File: config.mk
export PLATFORM = sky130hd
export DESIGN_NAME = spr_serial_rx
export DESIGN_NICKNAME = d
export VERILOG_FILES = /design/src/rtl/spr_serial_rx.sv
export SDC_FILE = /design/constraint.sdc
export NUM_CORES = 1
export LEC_CHECK = 0
export ABC_AREA = 0
export BUFFER_PORTS_ARGS = -buffer_cell sky130_fd_sc_hd__clkbuf_2
export CORE_AREA = 2 2 69 98
export CTS_CLUSTER_DIAMETER = 120
export DETAILED_ROUTE_END_ITERATION = 10
export DIE_AREA = 0 0 71 100
export GPL_TIMING_DRIVEN = 0
export PLACE_DENSITY = 0.75
export SYNTH_ARGS = -nofsm -noshare
export SYNTH_HDL_FRONTEND = slang
export SYNTH_SLANG_ARGS = --single-unit
File: constraint.sdc
create_clock -name clk -period 1.8 [get_ports clk]
set_clock_uncertainty 0.15 [all_clocks]
set_input_delay 0.36 -clock clk [delete_from_list [all_inputs] [get_ports clk]]
set_output_delay 0.36 -clock clk [all_outputs]
set_load 0.01 [all_outputs]
File: src/rtl/spr_serial_rx.sv
// Sprite-command serial link receiver: synchronises spr_clk/spr_cmd/spr_ser,
// frames the stream into command and data fields, and flags short/long/stalled frames.
module spr_serial_rx #(
  parameter int CMD_BITS     = 4,
  parameter int DATA_BITS    = 16,
  parameter int SYNC_STAGES  = 2,
  parameter int TIMEOUT      = 4096,
  parameter int ERR_CNT_BITS = 8,
  localparam int DW          = (DATA_BITS > 0) ? DATA_BITS : 1
) (
  input  logic                    clk,
  input  logic                    reset,
  input  logic                    spr_clk,
  input  logic                    spr_cmd,
  input  logic                    spr_ser,
  output logic [CMD_BITS-1:0]     cmd_out,
  output logic [DW-1:0]           data_out,
  output logic                    frame_valid,
  output logic                    frame_err,
  output logic                    busy,
  output logic [ERR_CNT_BITS-1:0] err_count
);

  localparam int FRAME = CMD_BITS + DATA_BITS;
  localparam int BCW   = $clog2(FRAME + 2);
  localparam int TOW   = (TIMEOUT > 1) ? $clog2(TIMEOUT) : 1;
  localparam logic [BCW-1:0] FRAME_C = BCW'(FRAME);
  localparam logic [BCW-1:0] BC_MAX  = BCW'(FRAME + 1);
  localparam logic [TOW-1:0] TO_LAST = TOW'((TIMEOUT > 0) ? TIMEOUT - 1 : 0);

  typedef enum logic [1:0] {
    IDLE      = 2'd0,
    SHIFT     = 2'd1,
    WAIT_IDLE = 2'd2
  } state_t;

  // All three pins share the same depth so spr_ser stays aligned with its spr_clk edge.
  logic [SYNC_STAGES-1:0] clk_sync, cmd_sync, ser_sync;
  logic                   clk_d, cmd_d;

  always_ff @(posedge clk) begin
    clk_sync <= {clk_sync[SYNC_STAGES-2:0], spr_clk};
    cmd_sync <= {cmd_sync[SYNC_STAGES-2:0], spr_cmd};
    ser_sync <= {ser_sync[SYNC_STAGES-2:0], spr_ser};
    clk_d    <= clk_sync[SYNC_STAGES-1];
    cmd_d    <= cmd_sync[SYNC_STAGES-1];
  end

  logic clk_s, cmd_s, ser_s, clk_rise, cmd_rise, cmd_fall;
  assign clk_s    = clk_sync[SYNC_STAGES-1];
  assign cmd_s    = cmd_sync[SYNC_STAGES-1];
  assign ser_s    = ser_sync[SYNC_STAGES-1];
  assign clk_rise = clk_s & ~clk_d;
  assign cmd_rise = cmd_s & ~cmd_d;
  assign cmd_fall = ~cmd_s & cmd_d;

  state_t           state_q, state_d;
  logic [FRAME-1:0] shift_q, shift_d;
  logic [BCW-1:0]   bcnt_q, bcnt_d;
  logic [TOW-1:0]   to_q, to_d;
  logic             load, err;

  always_comb begin
    state_d = state_q;
    shift_d = shift_q;
    bcnt_d  = bcnt_q;
    to_d    = to_q;
    load    = 1'b0;
    err     = 1'b0;
    case (state_q)
      WAIT_IDLE: if (!cmd_s) state_d = IDLE;
      IDLE: begin
        if (cmd_rise) begin
          state_d = SHIFT;
          bcnt_d  = '0;
          to_d    = '0;
        end
      end
      SHIFT: begin
        // A frame end wins over a coincident bit edge: that bit is dropped.
        if (cmd_fall) begin
          state_d = IDLE;
          if (bcnt_q == FRAME_C) load = 1'b1;
          else                   err  = 1'b1;
        end else if (clk_rise && cmd_s) begin
          shift_d    = shift_q << 1;
          shift_d[0] = ser_s;
          if (bcnt_q != BC_MAX) bcnt_d = bcnt_q + BCW'(1);
          to_d = '0;
        end else if (TIMEOUT != 0 && to_q == TO_LAST) begin
          err     = 1'b1;
          state_d = WAIT_IDLE;
        end else begin
          to_d = to_q + TOW'(1);
        end
      end
      default: state_d = WAIT_IDLE;
    endcase
  end

  logic [DW-1:0] data_nxt;
  generate
    if (DATA_BITS > 0) begin : g_data
      assign data_nxt = shift_q[DW-1:0];
    end else begin : g_nodata
      assign data_nxt = '0;
    end
  endgenerate

  always_ff @(posedge clk) begin
    if (reset) begin
      state_q     <= WAIT_IDLE;
      shift_q     <= '0;
      bcnt_q      <= '0;
      to_q        <= '0;
      cmd_out     <= '0;
      data_out    <= '0;
      frame_valid <= 1'b0;
      frame_err   <= 1'b0;
      busy        <= 1'b0;
      err_count   <= '0;
    end else begin
      state_q     <= state_d;
      shift_q     <= shift_d;
      bcnt_q      <= bcnt_d;
      to_q        <= to_d;
      frame_valid <= load;
      frame_err   <= err;
      busy        <= (state_d == SHIFT);
      if (load) begin
        cmd_out  <= shift_q[FRAME-1:DATA_BITS];
        data_out <= data_nxt;
      end
      if (err && err_count != '1) err_count <= err_count + ERR_CNT_BITS'(1);
    end
  end

endmodule
==> flow_summary_export.csv, run 1 <==
group,metric,value,unit
critical_path,required,1.95,ns
floorplan,dieArea,7100,um2
logic_synthesis,ys_ff_latch,78,
route,wl_per_cell,14.24,um
sta,min_period_over_period,1.053,
logic_synthesis,synth_compound_area_frac,0.1523,
sta,rsz0062_at_grt,"yes",
cts,cts.clk_slew.worst_paths,0.09,ns
sta,slew_violations,0,
final_layout,final_cell_mix,"89 x nand2_1, 66 x dfxtp_1, 51 x a21oi_1",
cts,cts-htree-levels,3,
sta,setup_viol,17,
min_path,min_path_type,"reg -> reg",
logic_synthesis,ys_warn_count,0,
route,dr.pass1.iters,4,
critical_path,crit_type,"reg -> reg",
global_routing,grt_pass1_vias,2679,
logic_synthesis,syn_nets,375,
place,place_inst,474,
logic_synthesis,synth_edf_count,0,
sta,slew_headroom,0.5400,
sta,whs,0.1810,ns
sta,min_period,1.895,ns
floorplan,die_y,100,um
pwr,p_leak,1.444,nW
pwr,vdd_drop_max,0.4100,mV
logic_synthesis,seq_area_frac_synth,0.5055,
floorplan,rows,35,
pwr,power_density,788.1,nW/um2
logic_synthesis,muxShareOfSynthArea,0.01013,
sta,fin_ws,-0.09527,ns
cts,cts_sinks,78,
sta,fin_setup_tns,-0.8804,ns
logic_synthesis,synthDistinctLibCells,47,
critical_path,endpoint_kind,"flop",
critical_path,crit_arrival,2.04,ns
place,place_ws,-0.2052,ns
route,wl,7.292,mm
logic_synthesis,synthAdderAreaFrac,0.02025,
final_layout,layout_commonest_cell,"nand2_1",
global_routing,grt_pass1_wl,11.90,mm
final_layout,n_antenna_cell,0,
global_routing,grtUsageTotal,0.2122,
route,vias,2868,
sta,fmax,527.6,MHz
logic_synthesis,netlist.area_leader.share,0.5055,
route,drtIter0Drc,175,
final_layout,final_layout_size_suffix_gt1_frac,0.2717,
global_routing,grt-ovfl-total,0,
cts,cts_tree,"yes",
job,drv_cap,0,
status,status,"finished, violations left",
place,dp.final_hpwl,4.677,mm
logic_synthesis,syn_area,3089,um2
critical_path,crit_fanout,6,
sta,hold_violations,0,
logic_synthesis,synthTopCellsByArea,"dfxtp_1 51%, nand2_1 11%, a21oi_1 8.7%, nor2_1 2.7%, ha_1 2.0%",
route,vias_per_cell,5.602,
cts,cts-root-buf,"clkbuf_8",
place,portBuffers,35,
logic_synthesis,synth_xor_xnor_area_share,0.01418,
logic_synthesis,yosys.area_share.simple,0.2689,
logic_synthesis,synthCells,365,
cts,clk_latency,0.36,ns
logic_synthesis,synth-main-ff-cell,"dfxtp_1",
global_routing,grt_max_degree,16,
sta,worst_pin_slew,0.6901,ns
route,drc,0,
logic_synthesis,async_reset_ff_frac,0,
final_layout,num-nets-final,443,
logic_synthesis,yosysTopAreaCell,"dfxtp_1",
route,antenna_left,0,
logic_synthesis,syn_area_per_cell,8.464,um2
final_layout,area_growth,24.91,%
place,gp_congestion,0.8363,
cts,clockBufferDepth,2,
global_routing,antenna_found_initial,0,
pwr,total_power,3.041,mW
floorplan,core,6350,um2
cts,numCtsBuffers,9,
floorplan,io_pins,36,
status,violations,"negative setup slack",
critical_path,startpoint_type,"flop",
floorplan,initial_core_util,0.4865,
final_layout,finalNonFillerCells,512,
floorplan,fp.dieW,71,um
logic_synthesis,synth_top_family_by_area,"simple AND/OR/NAND/NOR gates",
## layout make-up
class                           instances  area, um2
Sequential cell                        78       1582
Inverter                                5      18.77
Clock inverter                          7      57.56
Timing Repair Buffer                   57      359.1
Multi-Input combinational cell        266       1548
Tap cell                               74      92.59
Buffer                                 16      77.57
Clock buffer                            9      123.9
Fill cell                             538       2491
## synth_stat cells (5+ instances only)
cell type  number
nand2b_1        6
nand2_1        91
o21ai_0        11
nor2_1         22
nand4_1         9
nand3b_1        6
clkbuf_1       13
a21oi_1        54
dfxtp_1        78
nand3_1         8
ha_1            5
## registers in the layout (all words and copies together) (netlist names), 4 cells and up
| register | cells |
|---|---|
| data_out | 16 |
| to_q | 12 |
| cmd_out | 4 |
| err_count | 8 |
| shift_q | 20 |
| bcnt_q | 5 |
## critical path, cell delays in order, from the launching register on
cell     delay, ns
dfxtp_4       0.38
ha_4          0.13
and3_4        0.22
and4_4        0.25
a22oi_4       0.09
or4_4         0.49
a21oi_2       0.12
## through the flow
step,utilization,cell area (um2)
finish,0.6077,3859
global route,0.6077,3859
global placement,0.5322,3379
detailed placement,0.5322,3379
floorplan,-,3112
CTS,0.5864,3724
## repair_timing
action | CTS | global route
hold buffers | 3 | 0
pin swaps | 13 | 12
setup endpoints to repair | 40 | 63
resized for setup | 14 | 33
setup buffers | 12 | 6
hold endpoints to repair | 3 | 0
cloned | 1 | 0
## final timing paths
path	start	endpoint	slack [ns]	cells past startpoint
worst max-delay path	to_q[0]	err_count[5]	-0.1	6
worst min-delay path	clk_sync[0]	clk_sync[1]	0.18	0
worst max register to register	to_q[0]	err_count[5]	-0.1	6
worst min register to register	clk_sync[0]	clk_sync[1]	0.18	0
## per-layer routing
metal / wire length (um) / global-route usage / vias up
met3: 296 / 0.03815 / 23
met4: 249 / 0.1480 / 0
li1: - / - / 1394
met2: 3924 / 0.3803 / 96
met1: 2822 / 0.2202 / 1355
met5: 0 / 0 / -
## logic make-up (layout without fill, tap and decap cells)
group	Yosys count	in the layout
buffers and inverters	21	94
DFF	78	78
xor gates and xnor gates	5	5
adders and majority gates	5	5
and+or+nand+nor	173	173
AOI/OAI and AO/OA	80	80
muxes	3	3
## where the power goes
group,internal [mW],switching (mW)
Clock,0.519,0.695
Sequential,1.73,0.0103
Combinational,0.0271,0.0563
Total,2.28,0.761
(Power assumes the default switching activity.)
==> run 2: changes to the inputs <==
--- a/config.mk
+++ b/config.mk
@@ -7,12 +7,14 @@
 export LEC_CHECK = 0
 export ABC_AREA = 0
 export BUFFER_PORTS_ARGS = -buffer_cell sky130_fd_sc_hd__clkbuf_2
-export CORE_AREA = 2 2 69 98
+export CORE_AREA = 2 2 66 93
+export CTS_BUF_LIST = sky130_fd_sc_hd__clkbuf_8
 export CTS_CLUSTER_DIAMETER = 120
 export DETAILED_ROUTE_END_ITERATION = 10
-export DIE_AREA = 0 0 71 100
+export DIE_AREA = 0 0 68 95
 export GPL_TIMING_DRIVEN = 0
-export PLACE_DENSITY = 0.75
+export MAX_ROUTING_LAYER = met4
+export PLACE_DENSITY = 0.79
 export SYNTH_ARGS = -nofsm -noshare
 export SYNTH_HDL_FRONTEND = slang
 export SYNTH_SLANG_ARGS = --single-unit
==> constraint.sdc (replaced) <==
create_clock -name clk -period 2.3 [get_ports clk]
set_clock_uncertainty 0.15 [all_clocks]
set_input_delay 0.46 -clock clk [delete_from_list [all_inputs] [get_ports clk]]
set_output_delay 0.46 -clock clk [all_outputs]
set_load 0.01 [all_outputs]
==> run 2 against run 1 <==
  * Highest routed layer unchanged
  * Critical endpoint is now err_count[7]
  * Combinational power shrank 38%
  * First-iteration DRC count up 26%
  * Via count is 8.2% lower
  * The run now ends clean
==> flow_summary_export.csv, run 2 (synthesized netlist as in run 1, its figures left out) <==
group,metric,value,unit
critical_path,startpoint_type,"flop",
global_routing,antenna_found_initial,0,
place,place_ws,0.2157,ns
global_routing,grt_pass1_vias,2501,
sta,fin_setup_tns,0,ns
critical_path,rr_startpoint,"to_q[0]",
critical_path,rrSetupSlack,0.20,ns
route,drtIter0Drc,221,
final_layout,area_growth,14.95,%
sta,slew_violations,0,
cts,cts.clk_slew.worst_paths,0.09,ns
cts,post_cts_buffers,0,
critical_path,reg2reg_to,"err_count[7]",
sta,slew_headroom,0.5803,
cts,postCtsHoldBufs,0,
final_layout,top_register,"shift_q",
floorplan,rows,33,
route,antenna_left,0,
cts,numCtsBuffers,9,
min_path,min_path_type,"in -> reg",
final_layout,layout_commonest_cell,"nand2_1",
pwr,power_density,685.9,nW/um2
final_layout,final_cell_mix,"91 x nand2_1, 78 x dfxtp_1, 54 x a21oi_1",
sta,fin_ws,0.2011,ns
route,wl,6.306,mm
floorplan,dieArea,6460,um2
pwr,vdd_drop_max,0.4476,mV
final_layout,largestRegisters,"shift_q x20, data_out x16, to_q x12",
floorplan,initial_core_util,0.5422,
global_routing,grt_max_degree,15,
global_routing,grt_pass1_wl,10.69,mm
final_layout,largest_reg_flops,20,
route,drc,0,
floorplan,die_y,95,um
route,vias_per_cell,5.416,
cts,cts-htree-levels,3,
critical_path,crit_arrival,2.24,ns
min_path,whs_endpoint,"ser_sync[0]",
cts,cts_tree,"yes",
route,wl_per_cell,12.98,um
min_path,worstHoldStart,"spr_ser",
cts,cts_sinks,78,
critical_path,endpoint_kind,"flop",
final_layout,n_antenna_cell,0,
critical_path,required,2.44,ns
sta,min_period_over_period,0.9126,
sta,setup_viol,0,
status,status,"finished, final reports clean",
global_routing,grtUsageTotal,0.2225,
place,dp.final_hpwl,4.618,mm
sta,min_period,2.099,ns
cts,cts-resized-gates,0,
route,dr.pass1.iters,5,
sta,rsz0062_at_grt,"no",
sta,fmax,476.4,MHz
floorplan,core,5698,um2
final_layout,fin_area,3551,um2
place,portBuffers,35,
critical_path,rr_worst_depth,6,
final_layout,final_layout_size_suffix_gt1_frac,0.1466,
final_layout,final_util,0.6232,
critical_path,crit_type,"reg -> reg",
global_routing,grt-ovfl-total,0,
place,gp_congestion,0.8926,
cts,cts-root-buf,"clkbuf_8",
floorplan,io_pins,36,
cts,clk_latency,0.35,ns
cts,clockBufferDepth,2,
job,drv_cap,0,
min_path,min_path_cells,1,
route,vias,2632,
critical_path,crit_fanout,5,
place,place_area,3352,um2
pwr,p_leak,1.311,nW
sta,worst_pin_slew,0.6239,ns
sta,hold_violations,0,
final_layout,num-nets-final,421,
floorplan,fp.dieW,68,um
[run 2: worst max-delay path: stages (launching register included)]
cell and delay, ns:
dfxtp_1 0.41, ha_1 0.21, and3_1 0.25, and4_4 0.28, a22oi_4 0.09, or4_1 0.51
a21oi_1 0.14
[run 2: how the worst max path moves through the flow]
stage / endpoint / slack [ns] / startpoint
after CTS: err_count[7] / 0.21 / to_q[0]
after global routing: to_q[10] / 0.07 / state_q[0]
after detailed placement: err_count[7] / 0.22 / to_q[0]
after global placement: err_count[7] / 0.26 / to_q[0]
final: err_count[7] / 0.20 / to_q[0]
after floorplan: err_count[7] / 0.38 / to_q[0]
[run 2: layout make-up]
type	instances	area, um2
Fill cell	508	2147
Sequential cell	78	1562
Multi-Input combinational cell	266	1439
Timing Repair Buffer	35	175.2
Clock buffer	9	123.9
Tap cell	70	87.58
Clock inverter	7	75.07
Buffer	16	70.07
Inverter	5	18.77
[run 2: report_power, final]
part / switching, mW / internal [mW]
clock network: 0.514 / 0.504
logic: 0.0381 / 0.0135
registers: 0.00687 / 1.36
[run 2: metal layers]
layer  part of all wire  vias to the layer above  GRT usage
li1                   -                     1354          -
met1               0.42                     1207     0.2354
met2               0.53                       60     0.3786
met3              0.037                       11    0.06198
met4              0.019                        0    0.09667
met5                  0                        -          -
[run 2: stage by stage]
step           total power [mW]  cells  hold WS [ns]
3_5_place_dp              1.449    470        0.1621
6_report                  2.436    486       0.05410
4_1_cts                   2.454    486       0.04566
3_3_place_gp              1.448    470        0.1610
2_1_floorplan             1.429    365        0.1596
5_1_grt                   2.514    486       0.04708
==> run 3: changes to the inputs <==
--- a/config.mk
+++ b/config.mk
@@ -8,7 +8,7 @@
 export ABC_AREA = 0
 export BUFFER_PORTS_ARGS = -buffer_cell sky130_fd_sc_hd__clkbuf_2
 export CORE_AREA = 2 2 66 93
-export CTS_BUF_LIST = sky130_fd_sc_hd__clkbuf_8
+export CTS_BUF_LIST = sky130_fd_sc_hd__clkbuf_16
 export CTS_CLUSTER_DIAMETER = 120
 export DETAILED_ROUTE_END_ITERATION = 10
 export DIE_AREA = 0 0 68 95
==> run 3 against run 2 <==
  * Die area stayed put
  * Via count is 0.49% higher
  * Sequential share of layout area is 1.2 points lower
  * Worst setup slack better by 0.017 ns
  * Clock power is 38% higher
  * Final cell count stayed put
  * Combinational power hardly changed
==> flow_summary_export.csv, run 3 (synthesized netlist as in run 1, its figures left out) <==
group,metric,value,unit
cts,clk_latency,0.34,ns
sta,min_period_over_period,0.9054,
floorplan,dieArea,6460,um2
cts,cts-htree-levels,3,
route,wl,6.470,mm
cts,cts_tree,"yes",
floorplan,io_pins,36,
global_routing,grt_pass1_vias,2491,
status,status,"finished, final reports clean",
floorplan,fp.dieW,68,um
place,gp_congestion,0.8926,
sta,slew_violations,0,
sta,worst_pin_slew,0.6432,ns
route,dr.pass1.iters,5,
pwr,power_density,775.2,nW/um2
cts,clockBufferDepth,2,
route,wl_per_cell,13.31,um
critical_path,crit_family,"simple AND/OR/NAND/NOR gates",
critical_path,crit_fanout,10,
cts,postCtsHoldBufs,0,
sta,whs,0.06987,ns
sta,hold_violations,0,
route,vias,2645,
pwr,p_leak,1.357,nW
global_routing,grt_pass1_wl,10.88,mm
floorplan,die_y,95,um
floorplan,core,5698,um2
critical_path,worstPathCellList,"nor2b_1 -> nand2_1 -> nor3_4 -> a41oi_1 -> a311oi_1",
final_layout,final_cell_mix,"91 x nand2_1, 78 x dfxtp_1, 54 x a21oi_1",
cts,numCtsBuffers,9,
final_layout,top_register,"shift_q",
sta,fmax,480.2,MHz
cts,cts.clk_slew.worst_paths,0.06,ns
final_layout,largestRegisters,"shift_q x20, data_out x16, to_q x12",
global_routing,antenna_found_initial,0,
global_routing,grt-ovfl-total,0,
final_layout,largest_reg_flops,20,
job,drv_cap,0,
critical_path,crit_arrival,2.17,ns
pwr,total_power,2.831,mW
sta,fin_setup_tns,0,ns
cts,cts-root-buf,"clkbuf_16",
critical_path,cp_num_buf_inv,0,
final_layout,layout_commonest_cell,"nand2_1",
sta,setup_viol,0,
place,dp.final_hpwl,4.618,mm
critical_path,startpoint_type,"flop",
critical_path,slowest_stage,"nor3_4",
cts,cts_sinks,78,
floorplan,rows,33,
final_layout,n_antenna_cell,0,
sta,rsz0062_at_grt,"no",
min_path,min_path_type,"in -> reg",
final_layout,num-nets-final,421,
global_routing,grtUsageTotal,0.2295,
route,antenna_left,0,
place,portBuffers,35,
critical_path,required,2.39,ns
route,drtIter0Drc,119,
route,vias_per_cell,5.442,
global_routing,grt_max_degree,15,
sta,min_period,2.082,ns
final_layout,final_layout_size_suffix_gt1_frac,0.1466,
critical_path,endpoint_kind,"flop",
cts,cts-resized-gates,0,
final_layout,area_growth,18.23,%
pwr,vdd_drop_max,0.6408,mV
floorplan,initial_core_util,0.5422,
critical_path,crit_type,"reg -> reg",
cts,post_cts_buffers,0,
critical_path,slowest_delay,0.42,ns
sta,slew_headroom,0.5672,
route,drc,0,
[run 3: worst register-to-register path: cells and delay by family, from the launching register on]
kind | cells | cell delay (ns)
AO/OA/AOI/OAI | 2 | 0.45
flip-flops | 1 | 0.39
AND/OR/NAND/NOR | 3 | 1.00
[run 3: worst paths after layout]
| check | start | endpoint | slack, ns | cells past startpoint |
|---|---|---|---|---|
| hold reg to reg | cmd_sync[0] | cmd_sync[1] | 0.18 | 0 |
| setup reg to reg | state_q[0] | to_q[10] | 0.22 | 5 |
| setup / recovery | state_q[0] | to_q[10] | 0.22 | 5 |
| hold / removal | spr_ser | ser_sync[0] | 0.07 | 1 |
[run 3: cell type report]
| class | count | area [um2] |
|---|---|---|
| inverters | 5 | 18.77 |
| well taps | 70 | 87.58 |
| clock buffers | 9 | 225.2 |
| repair buffers | 35 | 175.2 |
| multi-input cells | 266 | 1439 |
| clock inverters | 7 | 75.07 |
| flip-flops and latches | 78 | 1562 |
| fillers | 486 | 2046 |
| plain buffers | 16 | 70.07 |
[run 3: layer usage]
| metal | track usage | vias up | wire length [um] |
|---|---|---|---|
| met4 | 0.1133 | 0 | 162 |
| li1 | - | 1349 | - |
| met2 | 0.3981 | 62 | 3386 |
| met1 | 0.2414 | 1220 | 2677 |
| met5 | - | - | 0 |
| met3 | 0.04529 | 14 | 242 |
[run 3: power breakdown]
part | switching [mW] | leakage (nW) | internal [mW]
sequential | 0.00670 | 0.631 | 1.36
clock | 0.569 | 0.143 | 0.843
combinational | 0.0383 | 0.582 | 0.0135
total | 0.614 | 1.36 | 2.22
[run 3: stage by stage]
stage                     instances  setup slack (ns)  cell area, um2    util
after global placement          470            0.2595            3352  0.5883
after CTS                       486            0.2105            3652  0.6410
after global routing            486           0.04299            3652  0.6410
final                           486            0.2177            3652  0.6410
after detailed placement        470            0.2157            3352  0.5883
after floorplan                 365            0.3844            3089       -
